[src/rtl/microstep_sequencer.sv]
// Microprogrammed control-word sequencer: steps through a writable program store,
// optionally stalling on MFC per entry, with loop, abort and MFC-timeout handling.
module microstep_sequencer #(
    parameter int unsigned CW_WIDTH = 45,
    parameter int unsigned DEPTH    = 16,
    parameter int unsigned ADDR_W   = 4,
    parameter int unsigned TIMEOUT  = 64
) (
    input  logic                CLK,
    input  logic                CLR,
    input  logic                START,
    input  logic                ABORT,
    input  logic                LOOP,
    input  logic                MFC,
    input  logic                PROG_WE,
    input  logic [ADDR_W-1:0]   PROG_ADDR,
    input  logic [CW_WIDTH+1:0] PROG_DATA,
    output logic [CW_WIDTH-1:0] CW,
    output logic [ADDR_W-1:0]   PC,
    output logic                BUSY,
    output logic                DONE,
    output logic                ERR
);

    localparam int unsigned ENTRY_W = CW_WIDTH + 2;
    localparam int unsigned WCNT_W  = (TIMEOUT > 1) ? $clog2(TIMEOUT) : 1;
    localparam logic [ADDR_W-1:0] LAST_IDX = ADDR_W'(DEPTH - 1);
    localparam logic [ADDR_W:0]   DEPTH_V  = (ADDR_W + 1)'(DEPTH);
    localparam logic [WCNT_W-1:0] WCNT_MAX = WCNT_W'(TIMEOUT - 1);

    if ((2 ** ADDR_W) < DEPTH) begin : g_bad_addr_w
        $error("microstep_sequencer: ADDR_W too narrow for DEPTH");
    end

    typedef enum logic {
        IDLE,
        RUN
    } state_t;

    state_t              state, state_n;
    logic [ENTRY_W-1:0]  mem [DEPTH];
    logic [WCNT_W-1:0]   wcnt, wcnt_n;
    logic [CW_WIDTH-1:0] cw_n;
    logic [ADDR_W-1:0]   pc_n;
    logic                done_n;
    logic                err_n;
    logic [ENTRY_W-1:0]  cur;
    logic [ENTRY_W-1:0]  nxt;
    logic [ENTRY_W-1:0]  first;
    logic                step_ok;
    logic                at_end;
    logic                wr_en;

    assign cur     = mem[PC];
    assign nxt     = mem[PC + 1'b1];
    assign first   = mem[0];
    assign step_ok = !cur[CW_WIDTH] || MFC;
    // PC never passes DEPTH-1: the last physical entry ends the program even without LAST.
    assign at_end  = cur[CW_WIDTH+1] || (PC == LAST_IDX);
    assign BUSY    = (state == RUN);
    assign wr_en   = CLR && (state == IDLE) && PROG_WE && ({1'b0, PROG_ADDR} < DEPTH_V);

    // Program store has no reset so its contents survive CLR.
    always_ff @(posedge CLK) begin
        if (wr_en) begin
            mem[PROG_ADDR] <= PROG_DATA;
        end
    end

    always_ff @(posedge CLK) begin
        if (!CLR) begin
            state <= IDLE;
            CW    <= '0;
            PC    <= '0;
            DONE  <= 1'b0;
            ERR   <= 1'b0;
            wcnt  <= '0;
        end else begin
            state <= state_n;
            CW    <= cw_n;
            PC    <= pc_n;
            DONE  <= done_n;
            ERR   <= err_n;
            wcnt  <= wcnt_n;
        end
    end

    always_comb begin
        state_n = state;
        cw_n    = CW;
        pc_n    = PC;
        done_n  = 1'b0;
        err_n   = ERR;
        wcnt_n  = wcnt;
        unique case (state)
            IDLE: begin
                if (START && !ABORT) begin
                    state_n = RUN;
                    pc_n    = '0;
                    cw_n    = first[CW_WIDTH-1:0];
                    err_n   = 1'b0;
                    wcnt_n  = '0;
                end
            end
            RUN: begin
                if (ABORT) begin
                    state_n = IDLE;
                    cw_n    = '0;
                end else if (step_ok) begin
                    wcnt_n = '0;
                    if (at_end) begin
                        if (LOOP) begin
                            pc_n = '0;
                            cw_n = first[CW_WIDTH-1:0];
                        end else begin
                            state_n = IDLE;
                            cw_n    = '0;
                            done_n  = 1'b1;
                        end
                    end else begin
                        pc_n = PC + 1'b1;
                        cw_n = nxt[CW_WIDTH-1:0];
                    end
                end else if (wcnt == WCNT_MAX) begin
                    // MFC arriving on the final allowed cycle is taken by the branch above.
                    state_n = IDLE;
                    cw_n    = '0;
                    err_n   = 1'b1;
                end else begin
                    wcnt_n = wcnt + 1'b1;
                end
            end
            default: begin
                state_n = IDLE;
                cw_n    = '0;
            end
        endcase
    end

endmodule

[config.mk]
export PLATFORM = sky130hd
export DESIGN_NAME = microstep_sequencer
export DESIGN_NICKNAME = d
export VERILOG_FILES = /design/src/rtl/microstep_sequencer.sv
export SDC_FILE = /design/constraint.sdc
export NUM_CORES = 1
export LEC_CHECK = 0
export ABC_AREA = 1
export CELL_PAD_IN_SITES_DETAIL_PLACEMENT = 0
export CELL_PAD_IN_SITES_GLOBAL_PLACEMENT = 1
export CORE_ASPECT_RATIO = 2
export CORE_MARGIN = 5
export CORE_UTILIZATION = 49
export DETAILED_ROUTE_END_ITERATION = 8
export PLACE_DENSITY_LB_ADDON = 0.1
export SYNTH_ARGS = -nofsm -noshare
export SYNTH_HDL_FRONTEND = slang
export SYNTH_SLANG_ARGS = --single-unit
[constraint.sdc]
create_clock -name CLK -period 6.1 [get_ports CLK]
set_clock_uncertainty 0.15 [all_clocks]
set_input_delay 1.83 -clock CLK [delete_from_list [all_inputs] [get_ports CLK]]
set_output_delay 1.83 -clock CLK [all_outputs]
set_load 0.005 [all_outputs]
# After elaboration in Yosys (flattened, before gate mapping)

Memories as Yosys holds them, arrays and structs flattened. A register that Yosys moved wholly into a read port is not among the register bits.
Index checks and enable logic that the tools add are counted.

Register bits: 58
RAM bits: 752
Input bits: 58
Output and inout port bits: 52
Logic and storage cells: 70
Memories kept: 1

Add/subtract/negate cells: 2
Eq/ne operators: 10
Multiplexer cells: 35
Bitwise gates (word level): 4
Reductions and logical operators: 12

Memories:

| memory | depth | bits a word | rd ports | clocked after Yosys merged registers in | wr ports | RTL line | text |
|---|---|---|---|---|---|---|---|
| mem    | 16    | 47          | 3        | 1                                       | 1        | 41       | `logic [ENTRY_W-1:0] mem [DEPTH];` |

Operators with widths:

| cell                  | number |
|---|---|
| $mux W45              | 6 |
| $pmux W45 S2          | 1 |
| $mux W4               | 7 |
| $mux W6               | 4 |
| $mux W1               | 13 |
| $pmux W6 S2           | 1 |
| $pmux W4 S2           | 1 |
| $reduce_and A4 Y1     | 2 |
| $add A6 B1 Y6 const B | 1 |
| $eq A6 B6 Y1 const B  | 1 |
| $ne A2 B1 Y1 const B  | 3 |
| $ne A3 B3 Y1 const B  | 2 |
| $reduce_or A5 Y1      | 1 |
| $add A4 B1 Y4 const B | 1 |
| $eq A4 B4 Y1 const B  | 1 |
| $ne A2 B2 Y1 const B  | 2 |
| $ne A4 B2 Y1 const B  | 1 |
| $not A1 Y1            | 4 |
| $pmux W1 S2           | 2 |
| $logic_and A1 B1 Y1   | 3 |
| $reduce_and A3 Y1     | 1 |
| $logic_not A1 Y1      | 2 |
| $logic_or A1 B1 Y1    | 2 |
| $reduce_and A2 Y1     | 1 |

# Longest topological paths before layout

Depth after elaboration: 8
Mapped depth: 15
Depth with buffers taken out: 12

# Worst setup path after synthesis

OpenSTA, ideal clock, no wires.

Kind: input-to-reg
Start: in CLR
End: mem mem[0][0] (netlist bit) (enable)
Library setup time: 0.452 ns
Data arrival time: 4.468 ns
Required time: 5.498 ns
Setup slack: 1.030 ns
Stages: 5
Path buffers: 1
Cells stage by stage: clkbuf_1 nand2_1 nor2_1 nand3_1 nor2_1

Word-level cells in the longest chain between the ends: 4

Ends and longest elaborated chain:

| what                              | RTL line | text |
|---|---|---|
| start, declared                   | 10       | `input logic CLR,` |
| $logic_and A1 B1 Y1 (2 in series) | 61       | `assign wr_en = CLR && (state == IDLE) && PROG_WE && ({1'b0, PROG_ADDR} < DEPTH_V);` |
| $mux W1                           | 65       | `if (wr_en) begin` |
| $mux W1 (implied by the code)     | 66       | `mem[PROG_ADDR] <= PROG_DATA;` |
| end, declared                     | 41       |  |

No other way between the ends.

# Worst setup path in the final report

Start: in PROG_WE
End: mem mem[6][28] (netlist bit) (enable)

Word-level cells in the longest chain between the ends: 3

Ends and longest elaborated chain:

| what                          | RTL line | text |
|---|---|---|
| start, declared               | 15       | `input logic PROG_WE,` |
| $logic_and A1 B1 Y1           | 61       |  |
| $mux W1                       | 65       |  |
| $mux W1 (implied by the code) | 66       |  |

No other way between the ends.

==> results.py <==
metrics = {
    "status": {
        "status": "finished clean",
    },
    "sta": {
        "fin_setup_tns_ns": 0,
        "slew_viol_final": 0,
        "period_share_pct": 64.8,
        "setup_ws_ns": 2.15,
        "rsz0062_at_grt": "no",
        "setup_viol": 0,
        "hold_violations": 0,
        "slew-limit-headroom_pct": 15.9,
        "max_freq_ghz": 0.253,
        "fin_crit_ns": 3.95,
        "tightest_slew_ns": 1.26,
    },
    "synthesis": {
        "async_reset_ff_share_pct": 0,
        "synth_edf_count": 752,
        "synthSimpleGateAreaFrac_pct": 24.1,
        "synthFlopType": "edfxtp_1",
        "synth_area_um2": 34200,
        "syn_inst": 3255,
        "synthAdderAreaFrac_pct": 0.0732,
        "synth_fp_nets": 3315,
        "yosys_warnings": 0,
        "synth_top_family_by_area": "simple AND/OR/NAND/NOR gates",
        "ys_types": 32,
        "synth_area_per_cell_um2": 10.5,
        "synthMuxAreaShare_pct": 0,
        "synth-compound-area-share_pct": 0.995,
        "yosysSeqAreaShare_pct": 69.6,
        "synth_seq_cells": 814,
        "synthXorXnorAreaFrac_pct": 0.124,
    },
    "clocking": {
        "cts_tree": "yes",
        "cts_max_level": 3,
        "post_cts_buffers": 0,
        "cts_max_path_buffers": 3,
        "holdBufCountCts": 0,
        "insertion_delay_ns": 0.62,
        "path_clk_slew_ns": 0.06,
        "root_buffer": "clkbuf_16",
        "cts.sinks": 814,
        "cts_buffers": 72,
        "postCtsResizedCells": 0,
    },
    "final_layout": {
        "diodes": 0,
        "layout_common_cells": "1,139 x nand2_1, 752 x edfxtp_1, 666 x nand3_1",
        "layout.nets": 3352,
        "area_growth_syn_to_layout_pct": 12.5,
        "final_cell_area_um2": 38500,
        "mostFrequentLayoutCell": "nand2_1",
        "drive_gt1_share_pct": 5.49,
    },
    "power": {
        "pwr-share-seq_pct": 50.4,
        "p_int_w": 0.00921,
        "p_comb_share_pct": 12.2,
        "p_per_area_nw_per_um2": 320,
        "pwr-share-clk_pct": 37.4,
        "switching_power_w": 0.00311,
        "leakage_nw": 14.6,
        "ir_worst_vdd_mv": 0.260,
        "swShare_pct": 25.3,
    },
    "min_path": {
        "worstHoldPathCells": 2,
        "hp-class": "flip-flop to flip-flop",
    },
    "routing": {
        "wirelength_um": 93000,
        "vias_per_cell": 5.48,
        "ant_nets": 0,
        "drt-initial-drc-count": 1918,
        "drc": 0,
        "drtPass1Iterations": 5,
        "num_vias": 23288,
        "wl_per_cell_um": 21.9,
    },
    "floorplan": {
        "floorplan.rows": 137,
        "core_region_area_um2": 69600,
        "fp.dieH_um": 384,
        "start_util_pct": 49.2,
        "die_area_um2": 75500,
        "io-pin-count": 110,
        "die_w_um": 197,
    },
    "global_routing": {
        "grt_pass1_wl_um": 140000,
        "grt-ovfl-total": 0,
        "grt_pass1_vias": 22985,
        "grt_usage_pct": 24.4,
        "grt_start_max_net_pins": 213,
        "antenna_found_initial": 1,
    },
    "placement": {
        "post-dp-hpwl_um": 51400,
        "place_area_um2": 36100,
        "place_congestion": 0.845,
        "pre_cts_slack_ns": 1.56,
        "port_buffers": 109,
    },
    "setup_path": {
        "crit_family": "simple AND/OR/NAND/NOR gates",
        "end_kind": "flip-flop",
        "cp_max_fo": 27,
        "crit_slowest_cell": "nor2_4",
        "crit_chain": "clkdlybuf4s50_1 > nand2_1 > nor2_1 > nand3_1 > nor2_4 > buf_12",
        "start_kind": "input pin",
        "ff2ff_path_depth": 12,
        "crit_arrival_ns": 4.11,
        "cp_num_cells": 6,
        "cp.required_ns": 6.26,
        "crit_buf_inv": 2,
        "worst-setup-path-type": "input pin to flip-flop",
        "critPathMaxStageDelay_ns": 0.79,
    },
    "run": {
        "drv_cap": 0,
    },
}
-- metal layers --
metal | vias up | share of wire [%] | GRT usage [%]
met1 | 11307 | 39 | 30.9
met2 | 807 | 51 | 43.0
met5 | - | 0 | 0
met3 | 146 | 6.1 | 3.52
li1 | 11028 | - | -
met4 | 0 | 3.2 | 8.65
-- worst reg2reg max path, stage by stage (launching register included) --
cell     delay (ns)
dfxtp_4        0.45
buf_12         0.53
buf_4          1.30
nand2_1        0.19
nand3_1        0.13
nand3_1        0.14
nand3_1        0.25
nand2_1        0.08
inv_1          0.06
nand2_1        0.05
nand2_1        0.10
nand2_1        0.06
a21oi_1        0.15
-- cells by family (layout without fill, tap and decap cells) --
family | Yosys count | count (layout)
DFF | 814 | 814
adders and majority gates | 2 | 2
buffers and inverters | 412 | 507
and+or+nand+nor | 1962 | 1962
xor gates and xnor gates | 4 | 4
AOI/OAI and AO/OA | 61 | 61
-- power groups by stage --
stage	Clock [W]	Combinational [W]	Sequential, W
after global placement	0	0.00151	0.00633
after CTS	0.00470	0.00152	0.00621
final	0.00461	0.00151	0.00621
after detailed placement	0	0.00152	0.00633
after floorplan	0	0.000939	0.00631
after global routing	0.00492	0.00168	0.00621
-- state kept, by name, summed over array words and instances, names as in the netlist, named ones only --
signal / cells
DONE: 1
BUSY: 1
mem: 752
CW: 45
PC: 4
ERR: 1
wcnt: 6
-- final timing paths --
kind	start	slack, ns	to
setup / recovery	PROG_WE	2.15	mem[6][28]
hold / removal	ERR	0.30	ERR
setup reg to reg	PC[0]	2.38	CW[21]
hold reg to reg	ERR	0.30	ERR
-- synth_stat cells (2+ instances only) --
master | number | area [um2]
buf_6 | 7 | 78.8
nand3_1 | 666 | 3330
a21oi_1 | 44 | 220
edfxtp_1 | 752 | 22600
a21oi_2 | 8 | 70.1
nor3_1 | 5 | 25.0
nand2_1 | 1139 | 4280
xor2_1 | 2 | 17.5
inv_2 | 6 | 22.5
dfxtp_1 | 62 | 1240
ha_1 | 2 | 25.0
inv_1 | 216 | 811
buf_1 | 30 | 113
nor2_1 | 141 | 529
nand4_1 | 3 | 18.8
buf_4 | 5 | 37.5
o21ai_0 | 6 | 30.0
clkbuf_1 | 65 | 244
nand2_2 | 3 | 18.8
buf_2 | 81 | 405
-- through the flow --
stage                     power, W  hold slack, ns  utilization [%]  instances
after floorplan            0.00725           0.294                -       3255
after global placement     0.00783           0.301             51.9       4121
after detailed placement   0.00784           0.297             51.9       4121
after CTS                   0.0124           0.307             55.3       4253
after global routing        0.0128           0.321             55.3       4253
final                       0.0123           0.303             55.3       4253
-- area by class of cell --
cell class,instances,area [um2]
Fill cell,6086,31100
Sequential cell,814,23800
Multi-Input combinational cell,2029,8830
Clock buffer,94,1990
Timing Repair Buffer,151,1500
Tap cell,903,1130
Inverter,224,857
Clock inverter,38,364
(Power assumes the default switching activity.)
